<file path="src/rtl/div_iter_core_pkg.sv">
// Shared definitions for the iterative divider: FSM state encodings and the cleared-result value.
// Imported by div_iter_core and its sub-module.
package div_iter_core_pkg;

    localparam int unsigned DIV_DATA_W = 32;
    localparam int unsigned DIV_MAX_W  = 64;

    typedef enum logic [1:0] {
        DIV_IDLE   = 2'b00,
        DIV_BYZERO = 2'b01,
        DIV_ON     = 2'b10,
        DIV_END    = 2'b11
    } div_state_e;

    // Wide enough for any DATA_W up to DIV_MAX_W; users slice the low 2*DATA_W bits.
    localparam logic [2*DIV_MAX_W-1:0] DIV_RESULT_ZERO = {(2*DIV_MAX_W){1'b0}};

endpackage

</file>
<file path="src/rtl/div_iter_core_if.sv">
// EX-stage divide handshake between the divide controller (master) and the divider (slave).
// dbz_o exists only when DIV_DBZ_FLAG_EN is defined.
interface div_iter_core_if #(
    parameter int unsigned DATA_W = 32
) ();

    logic                  signed_div_i;
    logic [DATA_W-1:0]     opdata1_i;
    logic [DATA_W-1:0]     opdata2_i;
    logic                  start_i;
    logic                  annul_i;
    logic [2*DATA_W-1:0]   result_o;
    logic                  ready_o;
    logic                  busy_o;
`ifdef DIV_DBZ_FLAG_EN
    logic                  dbz_o;

    modport master (
        output signed_div_i, opdata1_i, opdata2_i, start_i, annul_i,
        input  result_o, ready_o, busy_o, dbz_o
    );

    modport slave (
        input  signed_div_i, opdata1_i, opdata2_i, start_i, annul_i,
        output result_o, ready_o, busy_o, dbz_o
    );
`else
    modport master (
        output signed_div_i, opdata1_i, opdata2_i, start_i, annul_i,
        input  result_o, ready_o, busy_o
    );

    modport slave (
        input  signed_div_i, opdata1_i, opdata2_i, start_i, annul_i,
        output result_o, ready_o, busy_o
    );
`endif

endinterface

</file>
<file path="src/rtl/div_restore_step.sv">
// One radix-2 restoring division step: trial-subtract the divisor from the partial remainder
// and shift the work register left, inserting the quotient bit.
module div_restore_step #(
    parameter int unsigned DATA_W = 32
) (
    input  logic [2*DATA_W-1:0] work_in,
    input  logic [DATA_W-1:0]   divisor,
    output logic [2*DATA_W:0]   work_out
);

    logic [DATA_W:0] diff_s;

    // Trial subtraction in DATA_W+1 bits; the top bit is the borrow.
    always_comb begin
        diff_s = {1'b0, work_in[2*DATA_W-1:DATA_W]} - {1'b0, divisor};
        if (diff_s[DATA_W]) begin
            work_out = {work_in, 1'b0};
        end else begin
            work_out = {diff_s[DATA_W-1:0], work_in[DATA_W-1:0], 1'b1};
        end
    end

endmodule

</file>
<file path="src/rtl/div_iter_core.sv">
// Iterative radix-2 restoring divider (DIV/DIVU) answering the EX-stage divide handshake.
// Optional feature macro: DIV_DBZ_FLAG_EN adds the dbz_o divide-by-zero flag.
module div_iter_core
    import div_iter_core_pkg::*;
#(
    parameter int unsigned DATA_W = DIV_DATA_W
) (
    input  logic           clk,
    input  logic           rst,
    div_iter_core_if.slave bus
);

    localparam int unsigned     CNT_W    = (DATA_W > 1) ? $clog2(DATA_W) : 1;
    localparam logic [CNT_W-1:0] CNT_LAST = CNT_W'(DATA_W - 1);

    function automatic logic [DATA_W-1:0] twos_neg(input logic [DATA_W-1:0] v);
        return ~v + DATA_W'(1'b1);
    endfunction

    function automatic logic [DATA_W-1:0] magnitude(input logic [DATA_W-1:0] v, input logic is_signed);
        logic [DATA_W-1:0] m;
        if (is_signed && v[DATA_W-1]) begin
            m = twos_neg(v);
        end else begin
            m = v;
        end
        return m;
    endfunction

    div_state_e            state_r;
    logic [CNT_W-1:0]      cnt_r;
    logic [2*DATA_W:0]     work_r;
    logic [DATA_W-1:0]     divisor_r;
    logic                  signed_r;
    logic                  op1_neg_r;
    logic                  op2_neg_r;
    logic [2*DATA_W-1:0]   result_r;
    logic                  ready_r;
    logic                  busy_r;
`ifdef DIV_DBZ_FLAG_EN
    logic                  zero_r;
    logic                  dbz_r;
`endif

    logic [2*DATA_W:0]     work_next_s;
    logic [DATA_W-1:0]     quot_fix_s;
    logic [DATA_W-1:0]     rem_fix_s;

    div_restore_step #(
        .DATA_W (DATA_W)
    ) u_step (
        .work_in  (work_r[2*DATA_W-1:0]),
        .divisor  (divisor_r),
        .work_out (work_next_s)
    );

    // Sign correction of the final step's quotient and remainder (remainder follows the dividend).
    always_comb begin
        quot_fix_s = work_next_s[DATA_W-1:0];
        rem_fix_s  = work_next_s[2*DATA_W:DATA_W+1];
        if (signed_r && (op1_neg_r ^ op2_neg_r)) begin
            quot_fix_s = twos_neg(work_next_s[DATA_W-1:0]);
        end else begin
            quot_fix_s = work_next_s[DATA_W-1:0];
        end
        if (signed_r && op1_neg_r) begin
            rem_fix_s = twos_neg(work_next_s[2*DATA_W:DATA_W+1]);
        end else begin
            rem_fix_s = work_next_s[2*DATA_W:DATA_W+1];
        end
    end

    // Divider FSM with iteration counter and registered handshake outputs.
    always_ff @(posedge clk) begin
        if (rst) begin
            state_r   <= DIV_IDLE;
            cnt_r     <= {CNT_W{1'b0}};
            work_r    <= {(2*DATA_W+1){1'b0}};
            divisor_r <= {DATA_W{1'b0}};
            signed_r  <= 1'b0;
            op1_neg_r <= 1'b0;
            op2_neg_r <= 1'b0;
            result_r  <= DIV_RESULT_ZERO[2*DATA_W-1:0];
            ready_r   <= 1'b0;
            busy_r    <= 1'b0;
`ifdef DIV_DBZ_FLAG_EN
            zero_r    <= 1'b0;
            dbz_r     <= 1'b0;
`endif
        end else begin
            case (state_r)
                DIV_IDLE: begin
                    if (bus.start_i && !bus.annul_i) begin
                        busy_r <= 1'b1;
                        if (bus.opdata2_i == {DATA_W{1'b0}}) begin
                            state_r <= DIV_BYZERO;
`ifdef DIV_DBZ_FLAG_EN
                            zero_r  <= 1'b1;
`endif
                        end else begin
                            state_r   <= DIV_ON;
                            signed_r  <= bus.signed_div_i;
                            op1_neg_r <= bus.opdata1_i[DATA_W-1];
                            op2_neg_r <= bus.opdata2_i[DATA_W-1];
                            divisor_r <= magnitude(bus.opdata2_i, bus.signed_div_i);
                            work_r    <= {{DATA_W{1'b0}}, magnitude(bus.opdata1_i, bus.signed_div_i), 1'b0};
                            cnt_r     <= {CNT_W{1'b0}};
                        end
                    end else begin
                        state_r <= DIV_IDLE;
                    end
                end
                DIV_BYZERO: begin
                    busy_r <= 1'b0;
                    if (bus.annul_i) begin
                        state_r <= DIV_IDLE;
`ifdef DIV_DBZ_FLAG_EN
                        zero_r  <= 1'b0;
`endif
                    end else begin
                        state_r  <= DIV_END;
                        result_r <= DIV_RESULT_ZERO[2*DATA_W-1:0];
                    end
                end
                DIV_ON: begin
                    if (bus.annul_i) begin
                        state_r <= DIV_IDLE;
                        busy_r  <= 1'b0;
                    end else begin
                        work_r <= work_next_s;
                        cnt_r  <= cnt_r + CNT_W'(1'b1);
                        if (cnt_r == CNT_LAST) begin
                            state_r  <= DIV_END;
                            busy_r   <= 1'b0;
                            result_r <= {rem_fix_s, quot_fix_s};
                        end else begin
                            state_r <= DIV_ON;
                        end
                    end
                end
                DIV_END: begin
                    if (!bus.start_i) begin
                        state_r  <= DIV_IDLE;
                        ready_r  <= 1'b0;
                        result_r <= DIV_RESULT_ZERO[2*DATA_W-1:0];
`ifdef DIV_DBZ_FLAG_EN
                        zero_r   <= 1'b0;
                        dbz_r    <= 1'b0;
`endif
                    end else begin
                        state_r <= DIV_END;
                        ready_r <= 1'b1;
`ifdef DIV_DBZ_FLAG_EN
                        dbz_r   <= zero_r;
`endif
                    end
                end
                default: begin
                    state_r  <= DIV_IDLE;
                    ready_r  <= 1'b0;
                    busy_r   <= 1'b0;
                    result_r <= DIV_RESULT_ZERO[2*DATA_W-1:0];
                end
            endcase
        end
    end

    assign bus.result_o = result_r;
    assign bus.ready_o  = ready_r;
    assign bus.busy_o   = busy_r;
`ifdef DIV_DBZ_FLAG_EN
    assign bus.dbz_o    = dbz_r;
`endif

endmodule
</file>
<file path="src/flat_wrapper.sv">
// flat-port wrapper written by rule: the top's interface ports become plain ports
module div_iter_core_flat import div_iter_core_pkg::*;
#(
    parameter int unsigned DATA_W = DIV_DATA_W
)
  (clk, rst, bus_signed_div_i, bus_opdata1_i, bus_opdata2_i, bus_start_i, bus_annul_i, bus_result_o, bus_ready_o, bus_busy_o);
  div_iter_core_if #(.DATA_W(DATA_W)) bus_i ();
  input  logic clk;
  input  logic rst;
  input wire logic [$bits(bus_i.signed_div_i)-1:0] bus_signed_div_i;
  input wire logic [$bits(bus_i.opdata1_i)-1:0] bus_opdata1_i;
  input wire logic [$bits(bus_i.opdata2_i)-1:0] bus_opdata2_i;
  input wire logic [$bits(bus_i.start_i)-1:0] bus_start_i;
  input wire logic [$bits(bus_i.annul_i)-1:0] bus_annul_i;
  output wire logic [$bits(bus_i.result_o)-1:0] bus_result_o;
  output wire logic [$bits(bus_i.ready_o)-1:0] bus_ready_o;
  output wire logic [$bits(bus_i.busy_o)-1:0] bus_busy_o;
  assign bus_i.signed_div_i = bus_signed_div_i;
  assign bus_i.opdata1_i = bus_opdata1_i;
  assign bus_i.opdata2_i = bus_opdata2_i;
  assign bus_i.start_i = bus_start_i;
  assign bus_i.annul_i = bus_annul_i;
  assign bus_result_o = bus_i.result_o;
  assign bus_ready_o = bus_i.ready_o;
  assign bus_busy_o = bus_i.busy_o;
  div_iter_core #(.DATA_W(DATA_W)) u_core (.clk(clk), .rst(rst), .bus(bus_i));
endmodule
</file>
<file path="config.mk">
export PLATFORM = sky130hd
export DESIGN_NAME = div_iter_core_flat
export DESIGN_NICKNAME = d
export VERILOG_FILES = /design/src/rtl/div_iter_core_pkg.sv /design/src/rtl/div_iter_core_if.sv /design/src/rtl/div_restore_step.sv /design/src/rtl/div_iter_core.sv /design/src/flat_wrapper.sv
export SDC_FILE = /design/constraint.sdc
export NUM_CORES = 1
export LEC_CHECK = 0
export BUFFER_PORTS_ARGS = -buffer_cell sky130_fd_sc_hd__buf_2
export CAP_MARGIN = 20
export CORE_ASPECT_RATIO = 1.4
export CORE_MARGIN = 2
export CORE_UTILIZATION = 50
export CTS_CLUSTER_DIAMETER = 50
export DETAILED_ROUTE_END_ITERATION = 6
export MAX_ROUTING_LAYER = met4
export PLACE_DENSITY_LB_ADDON = 0.05
export SLEW_MARGIN = 20
export SYNTH_ARGS = -nofsm -noshare
export SYNTH_HDL_FRONTEND = slang
export SYNTH_HIERARCHICAL = 1
export SYNTH_SLANG_ARGS = --single-unit
</file>
<file path="constraint.sdc">
create_clock -name clk -period 5.3 [get_ports clk]
set_input_delay 0.53 -clock clk [delete_from_list [all_inputs] [get_ports clk]]
set_output_delay 0.53 -clock clk [all_outputs]
set_load 0.1 [all_outputs]
</file>
### After elaboration in Yosys (flattened, before gate mapping)

Index checks and enable logic that the tools add are counted.

| word-level totals | value |
|---|---|
| register bits | 172 |
| logic and storage cells | 78 |

| cells by class | value |
|---|---|
| $add $sub $neg | 6 |
| eq/ne operators | 11 |
| muxes and demuxes | 30 |
| bitwise gates (word level) | 6 |
| reduce and logical (&&, ||, !) cells | 15 |

Operators by type and width:

| kind | count |
|---|---|
| $mux W64 | 7 |
| $pmux W64 S3 | 1 |
| $add A32 B1 Y32 const B | 4 |
| $mux W32 | 4 |
| $not A32 Y32 | 4 |
| $pmux W64 S2 | 1 |
| $mux W65 | 1 |
| $sub A32 B32 Y33 | 1 |
| $logic_not A32 Y1 | 1 |
| $mux W5 | 3 |
| $mux W2 | 5 |
| $pmux W5 S2 | 1 |
| $ne A2 B2 Y1 const B | 4 |
| $pmux W2 S4 | 1 |
| $reduce_and A3 Y1 | 2 |
| $reduce_bool A3 Y1 | 2 |
| $add A5 B1 Y5 const B | 1 |
| $eq A5 B5 Y1 const B | 1 |
| $logic_and A1 B1 Y1 | 5 |
| $mux W1 | 5 |
| $reduce_and A5 Y1 | 1 |
| $eq A2 B2 Y1 const B | 2 |
| $ne A2 B1 Y1 const B | 2 |
| $reduce_and A4 Y1 | 1 |
| 8 further kinds | 8 |

### Logic depth before layout (Yosys ltp)

Gate-level depths: netlist (run 1).

| depth | value |
|---|---|
| depth after elaboration | 8 |
| gate-level depth with buffers | 21 |
| depth with buffers taken out | 20 |

### Cells and area by module

Netlist (run 1), hierarchy kept.

By module, submodules not included:

| module | times used | cells an instance | area an instance (um^2) |
|---|---|---|---|
| div_iter_core | 1 | 1166 | 9225.1 |
| div_restore_step | 1 | 388 | 2466.1 |

### Worst setup path after synthesis (run 1)

Ideal clock, no wire load.

| timing | value |
|---|---|
| path type | reg2reg |
| start point | reg u_core.divisor_r[19] |
| end point | reg u_core.result_r[60], in the netlist u_core/bus.result_o[60] |
| library setup time | 122 ps |
| data arrival time | 4195 ps |
| slack | 983 ps |
| cell stages (with the launch flop) | 21 |
| path buffers | 2 |
| cells stage by stage | dfxtp_1 -> inv_1 -> ha_1 -> buf_2 -> nand4_1 -> or3_1 -> a211oi_1 -> nor2_2 -> a31oi_2 -> a311oi_4 -> inv_2 -> buf_2 -> a21oi_1 -> inv_1 -> ha_1 -> nor3b_1 -> nand4_1 -> nor3_1 -> a2111oi_0 -> a41o_1 -> a221o_1 |

| between the ends | value |
|---|---|
| word-level cells in the longest chain between the ends | 8 |

Ends and longest elaborated chain:

| element | line | RTL |
|---|---|---|
| start, declared | div_iter_core.sv:33 | `logic [DATA_W-1:0] divisor_r;` |
| start signal, assigned | div_iter_core.sv:79 | `divisor_r <= {DATA_W{1'b0}};` |
| start signal, assigned | div_iter_core.sv:105 | `divisor_r <= magnitude(bus.opdata2_i, bus.signed_div_i);` |
| $sub A32 B32 Y33 | div_restore_step.sv:15 | `diff_s = {1'b0, work_in[2*DATA_W-1:DATA_W]} - {1'b0, divisor};` |
| $mux W65 | div_restore_step.sv:16 | `if (diff_s[DATA_W]) begin` |
| net u_core.work_next_s[33] | div_iter_core.sv:45 | `logic [2*DATA_W:0] work_next_s;` |
| $not A32 Y32 | div_iter_core.sv:17 | `return ~v + DATA_W'(1'b1);` |
| $add A32 B1 Y32 | div_iter_core.sv:17 |  |
| $mux W32 | div_iter_core.sv:66 | `if (signed_r && op1_neg_r) begin` |
| $mux W64 | div_iter_core.sv:132 | `if (cnt_r == CNT_LAST) begin` |
| $mux W64 | div_iter_core.sv:126 | `if (bus.annul_i) begin` |
| $pmux W64 S3 | div_iter_core.sv:91 | `case (state_r)` |
| end signal, assigned | div_iter_core.sv:122 | `result_r <= DIV_RESULT_ZERO[2*DATA_W-1:0];` |
| end signal, assigned | div_iter_core.sv:135 | `result_r <= {rem_fix_s, quot_fix_s};` |
| end signal, assigned | div_iter_core.sv:145 | `result_r <= DIV_RESULT_ZERO[2*DATA_W-1:0];` |
| end, declared | div_iter_core.sv:37 | `logic [2*DATA_W-1:0] result_r;` |

The timed path passes the listed nets, and every way through them passes these cells. The select of a mux whose other input is x is not followed.
A chain may end at the register's enable or synchronous reset.

### Worst setup path in the final report (run 1)

| timing | value |
|---|---|
| start point | reg u_core.divisor_r[18] |
| end point | reg u_core.result_r[57], in the netlist u_core/bus.result_o[57] |

The elaborated chain is that of the path after synthesis.

==> flow_metrics.py, run 1 <==
metrics = {
    "status": {
        "status": "finished clean",
    },
    "logic_synthesis": {
        "avgSynthCellArea_um2": 7.523,
        "ys_ff_latch": 172,
        "synth_edf_count": 0,
        "synth_top_flop_cell": "dfxtp_1",
        "async_reset_ff_frac": 0,
        "yosysWarnings": 6,
        "synth_fp_nets": 1668,
        "synth_seq_area_share": 0.2945,
        "synth_cell_types": 75,
        "syn_inst": 1554,
        "syn-cell-area_um2": 11690,
    },
    "cts": {
        "cts_tree": "done",
        "cts_buffers": 17,
        "cts_max_path_buffers": 2,
        "cts.sinks": 172,
        "root_buffer": "clkbuf_16",
        "clk_pin_slew_ns": 0.07,
        "h-tree-depth": 4,
        "clkLatencyLatePin_ns": 0.44,
    },
    "pwr": {
        "switching_share": 0.4765,
        "p_leak_nw": 4.978,
        "pwr-share-comb": 0.596,
        "intPower_mw": 3.563,
        "p_per_area_nw_per_um2": 528.3,
        "seq_power_share": 0.219,
        "power_switching_mw": 3.243,
        "clockPowerShare": 0.185,
        "irDropWorstVdd_mv": 0.4713,
    },
    "floorplanning": {
        "start_util": 0.5056,
        "dieWidth_um": 133.2,
        "pin_count": 135,
        "rows": 66,
        "die_area_um2": 24640,
        "die_h_um": 184.9,
        "coreArea_um2": 23120,
    },
    "job": {
        "drv_cap": 0,
    },
    "global_routing": {
        "track_usage": 0.2975,
        "antenna_found_initial": 0,
        "grt_start_max_net_pins": 73,
        "grt-ovfl-total": 0,
        "grt_pass1_vias": 10530,
        "grt_pass1_wl_mm": 55.79,
    },
    "setup_path": {
        "crit_path_end_kind": "flip-flop",
        "crit_buf_inv": 3,
        "startpoint": "u_core/divisor_r[18]",
        "r2r-start": "u_core/divisor_r[18]",
        "required_ns": 5.60,
        "path_max_fanout": 22,
        "path_cells": "inv_1 -> ha_1 -> nand4_1 -> or3_1 -> a211oi_1 -> nor2_2 -> a31oi_2 -> a311oi_4 -> inv_2 -> buf_4 -> a21oi_1 -> or4_1 -> nor2_1 -> nand2_1 -> o41ai_1 -> xor2_1 -> o21ai_0",
        "r2r_setup_slack_ns": 0.54,
        "crit_family": "simple AND/OR/NAND/NOR gates",
        "path_depth": 17,
        "reg2reg_to": "u_core/bus.result_o[57]",
        "rr_worst_depth": 17,
        "crit_slowest_cell": "or4_1",
        "start_kind": "flip-flop",
        "cpPeakStageDelay_ns": 0.63,
        "arrival_ns": 5.06,
        "criticalPathCategory": "reg2reg",
        "crit_end": "u_core/bus.result_o[57]",
    },
    "routing": {
        "dr.pass1.iters": 5,
        "vias": 11180,
        "drtAntennaViolNets": 0,
        "dr.first_iter.drc_count": 762,
        "wire_per_inst_um": 18.24,
        "drt-total-wl_mm": 35.20,
        "drc": 0,
        "vias_per_cell": 5.794,
    },
    "layout": {
        "drive_above_1_share": 0.1453,
        "n_fill_cell": 2322,
        "layout_commonest_cell": "nand2_1",
        "syn_to_final_growth_pct": 10.19,
        "final_cell_mix": "227 x nand2_1, 172 x dfxtp_1, 147 x nor2_1",
        "diodes": 0,
        "final_cells": 1930,
        "nets": 1726,
    },
    "sta": {
        "max_slew.worst_pin.slew_ns": 1.023,
        "timing.fmax_mhz": 210.2,
        "grt_setup_unrepaired": "false",
        "fin_crit_ns": 4.758,
        "drv_slew": 0,
        "holdWs_ns": 0.3692,
        "period_share": 0.8977,
        "setup_viol": 0,
        "max_slew_margin": 0.3154,
        "hold_viol": 0,
        "setup_tns_ns": 0,
        "skew_ns": 0.01111,
    },
    "placed_design": {
        "dp.cells": 1898,
        "hpwlAfterDp_mm": 26.69,
        "gp_congestion": 0.9297,
        "io_buffers": 134,
    },
    "hold_path": {
        "hold_path.class": "in2reg",
    },
}
[cells by family (layout without fill, tap and decap cells)]
logic type | count (synthesis) | after routing | synth area share
AOI/OAI and AO/OA | 445 | 445 | 0.2493
muxes | 7 | 7 | 0.006421
xor gates and xnor gates | 131 | 131 | 0.09814
and+or+nand+nor | 574 | 574 | 0.2270
buffers and inverters | 180 | 250 | 0.07588
adders and majority gates | 45 | 45 | 0.04880
DFF | 172 | 172 | 0.2945
[layer usage]
metal / part of all wire / global-route usage / vias up / wire (um)
li1: - / - / 5582 / -
met1: 0.38 / 0.3088 / 5306 / 13390
met2: 0.53 / 0.5372 / 214 / 18500
met3: 0.036 / 0.04789 / 81 / 1268
met4: 0.058 / 0.1651 / 0 / 2038
met5: 0 / - / - / 0
[power by group through the flow]
stage | sequential (mW) | combinational, mW | clock, mW
2_1_floorplan | 1.48 | 2.83 | 0
3_3_place_gp | 1.52 | 3.94 | 0
3_5_place_dp | 1.52 | 3.94 | 0
4_1_cts | 1.49 | 3.97 | 1.29
5_1_grt | 1.50 | 4.45 | 1.34
6_report | 1.49 | 4.06 | 1.26
[registers in the layout (all words and copies together), names as in the netlist, 2 cells and up]
signal / flops
u_core/state_r: 2
u_core/bus.result_o: 64
u_core/cnt_r: 5
u_core/divisor_r: 32
u_core/work_r: 64
[cell usage after synthesis (5+ instances only)]
| cell | number | share of area |
|---|---|---|
| xnor2_1 | 60 | 0.045 |
| o31ai_1 | 23 | 0.015 |
| and2_1 | 12 | 0.0064 |
| a21oi_2 | 21 | 0.016 |
| o41ai_1 | 16 | 0.012 |
| a211oi_1 | 34 | 0.022 |
| a21o_1 | 11 | 0.0071 |
| buf_4 | 37 | 0.024 |
| nand2_1 | 227 | 0.073 |
| a31oi_1 | 13 | 0.0070 |
| nand4_1 | 13 | 0.0070 |
| mux2i_1 | 6 | 0.0051 |
| nand2b_1 | 20 | 0.011 |
| o21ai_0 | 95 | 0.041 |
| a311oi_1 | 6 | 0.0045 |
| a22o_1 | 5 | 0.0037 |
| nor2b_1 | 6 | 0.0032 |
| or2_2 | 5 | 0.0027 |
| buf_2 | 16 | 0.0068 |
| a211o_1 | 5 | 0.0037 |
| a22oi_1 | 15 | 0.0096 |
| ha_1 | 44 | 0.047 |
| o211ai_1 | 23 | 0.015 |
| nor3_1 | 34 | 0.015 |
| dfxtp_1 | 172 | 0.29 |
| nor2_1 | 149 | 0.048 |
| o21a_1 | 9 | 0.0058 |
| and3_1 | 6 | 0.0032 |
| xor2_1 | 71 | 0.053 |
| nand3_1 | 28 | 0.012 |
| or4_1 | 14 | 0.0090 |
| or3_1 | 18 | 0.0096 |
| inv_1 | 60 | 0.019 |
| a21oi_1 | 132 | 0.057 |
| buf_6 | 7 | 0.0067 |
| clkbuf_1 | 58 | 0.019 |
| nor4_1 | 22 | 0.012 |
[metrics by stage]
| stage | setup slack, ns | power (mW) | instance area, um^2 | utilization |
|---|---|---|---|---|
| 2_1_floorplan | 0.9834 | 4.304 | 11690 | - |
| 3_3_place_gp | 0.4893 | 5.460 | 12280 | 0.5311 |
| 3_5_place_dp | 0.2890 | 5.456 | 12280 | 0.5311 |
| 4_1_cts | 0.2434 | 6.748 | 12870 | 0.5565 |
| 5_1_grt | 0.1915 | 7.303 | 12880 | 0.5571 |
| 6_report | 0.5421 | 6.806 | 12880 | 0.5571 |
[worst min-delay path by stage]
stage                                        from                       to  slack (ns)  depth (start not counted)
after global routing            bus_opdata1_i[31]         u_core/op1_neg_r        0.37                          3
after detailed placement  u_core/bus.result_o[59]  u_core/bus.result_o[59]        0.44                          2
after global placement    u_core/bus.result_o[56]  u_core/bus.result_o[56]        0.43                          2
final                           bus_opdata1_i[31]         u_core/op1_neg_r        0.37                          3
after floorplan                  u_core/work_r[2]         u_core/work_r[2]        0.43                          2
after CTS                       bus_opdata1_i[31]         u_core/op1_neg_r        0.35                          3
[cell type report]
type / count / area [um^2] / area share
well taps: 306 / 382.9 / 0.02972
clock inverters: 9 / 113.9 / 0.008838
inverters: 61 / 229.0 / 0.01777
flip-flops and latches: 172 / 3443 / 0.2673
repair buffers: 158 / 850.8 / 0.06604
multi-input cells: 1202 / 7388 / 0.5735
clock buffers: 22 / 474.2 / 0.03681
[what timing repair did]
| action | CTS | global route |
|---|---|---|
| hold buffers | 0 | 0 |
| endpoints found under the setup margin | 0 | 1 |
| hold endpoints to repair | 0 | 0 |
| buffers inserted | 0 | 1 |
| gates resized for setup | 0 | 1 |
[worst register-to-register path, stage by stage, from the launching register on]
cell and delay [ns]:
dfxtp_1 0.34, inv_1 0.05, ha_1 0.41, nand4_1 0.23
or3_1 0.42, a211oi_1 0.25, nor2_2 0.10, a31oi_2 0.27
a311oi_4 0.15, inv_2 0.32, buf_4 0.33, a21oi_1 0.23
or4_1 0.63, nor2_1 0.15, nand2_1 0.09, o41ai_1 0.39
xor2_1 0.19, o21ai_0 0.08
(Power assumes the default switching activity.)
==> run 2: changes to the inputs <==
Settings changed: CORE_UTILIZATION 50 to 45.
==> run 2 against run 1 <==
Compared with the run above:
- cell area rose by 0.25%
- non-clock buffer count unchanged
- first-iteration DRC count decreased by 14%
- worst hold slack improved by 0.0043 ns
- maximum frequency shrank 4.2%
- global-route usage decreased by 2.9 points
- clock skew up 0.0036 ns
- critical path type unchanged
- register-to-register slack lost 0.21 ns
- sequential cell count is the same
==> flow_metrics.py, run 2 (same netlist as run 1, synthesis figures left out) <==
metrics = {
    "setup_path": {
        "criticalPathCategory": "reg2reg",
        "required_ns": 5.63,
        "arrival_ns": 5.30,
        "path_max_fanout": 14,
        "start_kind": "flip-flop",
        "crit_path_end_kind": "flip-flop",
    },
    "cts": {
        "h-tree-depth": 4,
        "cts_tree": "done",
        "cts_max_path_buffers": 2,
        "postCtsSetupBuffers": 0,
        "clkLatencyLatePin_ns": 0.44,
        "root_buffer": "clkbuf_16",
        "clk_pin_slew_ns": 0.07,
        "cts.sinks": 172,
        "cts_buffers": 17,
    },
    "layout": {
        "layout_commonest_cell": "nand2_1",
        "nets": 1726,
        "regArea_um2": 3443,
        "drive_above_1_share": 0.1452,
        "final_cell_mix": "227 x nand2_1, 172 x dfxtp_1, 148 x nor2_1",
        "syn_to_final_growth_pct": 10.47,
        "diodes": 0,
        "n_fill_cell": 2616,
        "final_cells": 1944,
        "multi_input_area_um2": 7386,
    },
    "pwr": {
        "switching_share": 0.4764,
        "power_switching_mw": 3.236,
        "p_per_area_nw_per_um2": 525.9,
        "intPower_mw": 3.556,
        "irDropWorstVdd_mv": 0.3313,
        "clockPowerShare": 0.195,
        "pwr-share-comb": 0.586,
        "p_leak_nw": 4.985,
        "seq_power_share": 0.219,
    },
    "floorplanning": {
        "die_area_um2": 27300,
        "pin_count": 135,
        "coreArea_um2": 25470,
        "start_util": 0.4591,
        "die_h_um": 194.7,
        "rows": 69,
        "dieWidth_um": 140.2,
    },
    "hold_path": {
        "hold_path.class": "in2reg",
    },
    "placed_design": {
        "hpwlAfterDp_mm": 26.84,
        "gp_congestion": 0.9199,
        "io_buffers": 134,
        "dp.cells": 1912,
    },
    "routing": {
        "drt-total-wl_mm": 35.49,
        "drtAntennaViolNets": 0,
        "dr.pass1.iters": 7,
        "vias_per_cell": 5.763,
        "drc": 0,
        "vias": 11200,
        "wire_per_inst_um": 18.26,
        "dr.first_iter.drc_count": 652,
    },
    "sta": {
        "hold_viol": 0,
        "setup_tns_ns": 0,
        "drv_slew": 0,
        "fin_crit_ns": 4.968,
        "skew_ns": 0.01475,
        "period_share": 0.9373,
        "setup_viol": 0,
        "max_slew.worst_pin.slew_ns": 1.049,
        "holdWs_ns": 0.3735,
        "timing.fmax_mhz": 201.3,
        "max_slew_margin": 0.2980,
        "grt_setup_unrepaired": "false",
    },
    "global_routing": {
        "grt-ovfl-total": 0,
        "track_usage": 0.2687,
        "antenna_found_initial": 0,
        "grt_pass1_wl_mm": 56.75,
        "grt_start_max_net_pins": 66,
        "grt_pass1_vias": 10850,
    },
    "job": {
        "drv_cap": 0,
    },
    "status": {
        "status": "finished clean",
    },
}
run 2: cell types whose count changed in the layout (fill, tap and decap cells not counted), sizes merged:
cell / delta
bufinv: +1
clkbuf: -2
clkinv: -3
clkinvlp: +1
inv: +4
run 2: critical path, cell delays in order (launching register included):
cell and delay, ns:
dfxtp_1 0.33, inv_1 0.06, ha_1 0.42, nand4_1 0.22, or3_1 0.43, a211oi_1 0.28, nor2_2 0.10, a31oi_2 0.27
a311oi_4 0.15, inv_2 0.26, a21oi_1 0.12, buf_4 0.16, inv_1 0.05, ha_1 0.15, nor3b_1 0.38, nand4_1 0.43
nor3_2 0.37, a2111oi_0 0.15, a41o_1 0.25, a221o_1 0.26
run 2: worst paths after layout:
| path | from | endpoint | slack (ns) | depth (start not counted) |
|---|---|---|---|---|
| max reg2reg | u_core/divisor_r[17] | u_core/bus.result_o[60] | 0.33 | 19 |
| min reg2reg | u_core/bus.result_o[59] | u_core/bus.result_o[59] | 0.45 | 2 |
| min | bus_opdata1_i[31] | u_core/op1_neg_r | 0.37 | 3 |
| max | u_core/divisor_r[17] | u_core/bus.result_o[60] | 0.33 | 19 |
run 2: area by class of cell:
class                   instances  area share
inverters                      61     0.01773
flip-flops and latches        172      0.2666
clock inverters                12     0.01240
multi-input cells            1202      0.5719
clock buffers                  20     0.03459
repair buffers                158     0.06588
well taps                     319     0.03090
run 2: routing by layer:
| metal | routed length, um | track usage |
|---|---|---|
| met5 | 0 | - |
| met4 | 1891 | 0.1369 |
| met3 | 1138 | 0.03843 |
| met2 | 18780 | 0.4889 |
| met1 | 13690 | 0.2801 |
run 2: per-stage QoR:
step           cell area, um^2  total power, mW  worst slack, ns    util
5_1_grt                  12910            7.346          0.08630  0.5071
4_1_cts                  12910            6.790           0.2563  0.5069
2_1_floorplan            11690            4.304           0.9834       -
3_3_place_gp             12300            5.449           0.4072  0.4831
3_5_place_dp             12300            5.432           0.3128  0.4831
6_report                 12910            6.792           0.3324  0.5071
run 2: power groups by stage:
stage | Combinational [mW] | Clock, mW | Sequential, mW
floorplan | 2.83 | 0 | 1.48
detailed placement | 3.91 | 0 | 1.52
global route | 4.43 | 1.41 | 1.50
global placement | 3.93 | 0 | 1.52
CTS | 3.94 | 1.36 | 1.49
finish | 3.98 | 1.32 | 1.49
run 2: what timing repair did:
action | 4_1_cts | 5_1_grt
gates resized for setup | 0 | 1
setup endpoints to repair | 0 | 1
endpoints found under the hold margin | 0 | 0
hold buffers | 0 | 0
==> run 3: changes to the inputs <==
Settings changed: CORE_ASPECT_RATIO 1.4 to 2.
==> run 3 against run 2 <==
Compared with the run above:
- worst hold slack better by 0.0098 ns
- count of clock-buffer cells in the layout did not move
- non-clock buffer count rose by 8
- largest power group unchanged
==> flow_metrics.py, run 3 (same netlist as run 1, synthesis figures left out) <==
metrics = {
    "status": {
        "status": "finished clean",
    },
    "setup_path": {
        "cpPeakStageDelay_ns": 0.44,
        "crit_path_end_kind": "flip-flop",
        "path_max_fanout": 29,
        "required_ns": 5.63,
        "criticalPathCategory": "reg2reg",
        "start_kind": "flip-flop",
        "crit_slowest_cell": "ha_1",
        "path_cells": "inv_1 -> ha_1 -> nand4_1 -> or3_1 -> a211oi_1 -> nor2_2 -> a31oi_2 -> a311oi_4 -> inv_2 -> a21oi_1 -> inv_1 -> ha_1 -> nor3b_1 -> nand4_1 -> nor3_1 -> a2111oi_0 -> a41o_1 -> a221o_1",
        "arrival_ns": 5.12,
    },
    "global_routing": {
        "busiest_layer": "met2",
        "use_met3": 0.04175,
        "grt_pass1_wl_mm": 61.42,
        "antenna_found_initial": 0,
        "grt_util_met2": 0.5803,
        "use_met1": 0.2631,
        "grt_start_max_net_pins": 57,
        "grt_pass1_vias": 11070,
        "track_usage": 0.3021,
        "grt-ovfl-total": 0,
    },
    "floorplanning": {
        "coreArea_um2": 25650,
        "die_area_um2": 27360,
        "pin_count": 135,
        "rows": 83,
        "die_h_um": 232.0,
        "dieWidth_um": 118.0,
        "start_util": 0.4558,
    },
    "layout": {
        "drive_above_1_share": 0.1500,
        "final_cell_mix": "227 x nand2_1, 172 x dfxtp_1, 147 x nor2_1",
        "nets": 1734,
        "n_fill_cell": 2646,
        "diodes": 0,
        "layout_commonest_cell": "nand2_1",
        "syn_to_final_growth_pct": 11.10,
    },
    "hold_path": {
        "hold_path.class": "in2reg",
    },
    "pwr": {
        "p_per_area_nw_per_um2": 545.3,
        "p_leak_nw": 5.025,
        "irDropWorstVdd_mv": 0.3245,
        "power_mw": 7.082,
    },
    "sta": {
        "setup_viol": 0,
        "drv_slew": 0,
        "setup_tns_ns": 0,
        "hold_viol": 0,
        "grt_setup_unrepaired": "false",
        "skew_ns": 0.01177,
        "period_share": 0.9030,
        "max_slew.worst_pin.slew_ns": 1.034,
        "max_slew_margin": 0.3094,
        "fin_crit_ns": 4.786,
        "timing.fmax_mhz": 208.9,
    },
    "routing": {
        "vias": 11300,
        "dr.first_iter.drc_count": 576,
        "drtAntennaViolNets": 0,
        "drc": 0,
        "wire_per_inst_um": 20.27,
        "vias_per_cell": 5.725,
        "drt-total-wl_mm": 39.99,
        "dr.pass1.iters": 5,
    },
    "placed_design": {
        "gp_congestion": 0.9645,
        "io_buffers": 134,
        "hpwlAfterDp_mm": 31.31,
    },
    "cts": {
        "cts_tree": "done",
        "post_cts_resized": 0,
        "postCtsSetupBuffers": 0,
        "clk_pin_slew_ns": 0.07,
        "hold_buffers": 0,
        "cts_buffers": 17,
        "h-tree-depth": 4,
        "clkLatencyLatePin_ns": 0.45,
        "cts_max_path_buffers": 2,
        "root_buffer": "clkbuf_16",
        "cts.sinks": 172,
    },
    "job": {
        "drv_cap": 0,
    },
}
run 3: cell types whose count changed in the layout (fill, tap and decap cells not counted), moves of 2 or more:
cell        change
buf_4           +7
bufinv_16       -2
clkinv_4        +2
clkinvlp_4      -2
run 3: layout make-up:
cell class,count,area (um^2),area share
clock buffers,20,456.7,0.03516
clock inverters,12,127.6,0.009826
inverters,61,229.0,0.01763
multi-input cells,1202,7383,0.5684
flip-flops and latches,172,3443,0.2651
well taps,340,425.4,0.03275
repair buffers,166,923.4,0.07109
run 3: critical path: cells and delay by family (launching register included):
kind,cells,cell delay [ns]
fa+ha+maj,2,0.59
buf+inv,3,0.55
flops,1,0.33
compound gates,7,1.50
simple gates,6,1.70
run 3: through the flow:
stage / instance area (um^2) / std cells / setup slack (ns) / hold slack [ns] / utilization
after floorplan: 11690 / 1554 / 0.9834 / 0.4322 / -
after global placement: 12400 / 1941 / 0.6577 / 0.4311 / 0.4835
after detailed placement: 12400 / 1941 / 0.5287 / 0.4420 / 0.4836
after CTS: 12990 / 1973 / 0.4953 / 0.3614 / 0.5064
after global routing: 12990 / 1973 / 0.1028 / 0.3866 / 0.5064
final: 12990 / 1973 / 0.5140 / 0.3833 / 0.5064
run 3: worst paths after layout:
path                            cells after the start  slack (ns)                      end                    start
worst min register to register                      2        0.45  u_core/bus.result_o[59]  u_core/bus.result_o[59]
worst max-delay path                               18        0.51  u_core/bus.result_o[60]     u_core/divisor_r[18]
worst max register to register                     18        0.51  u_core/bus.result_o[60]     u_core/divisor_r[18]
worst min-delay path                                3        0.38         u_core/op2_neg_r        bus_opdata2_i[31]
run 3: report_power, final:
part           total [mW]  switching, mW  leakage (nW)  internal [mW]
combinational        4.33           2.77          3.35           1.55
sequential           1.50          0.108          1.40           1.39
clock                1.26          0.575         0.281          0.684
run 3: layer usage:
layer | routed length (um) | share of wire
met5 | 0 | 0
met4 | 3155 | 0.079
met3 | 1224 | 0.031
met2 | 22490 | 0.56
met1 | 13120 | 0.33
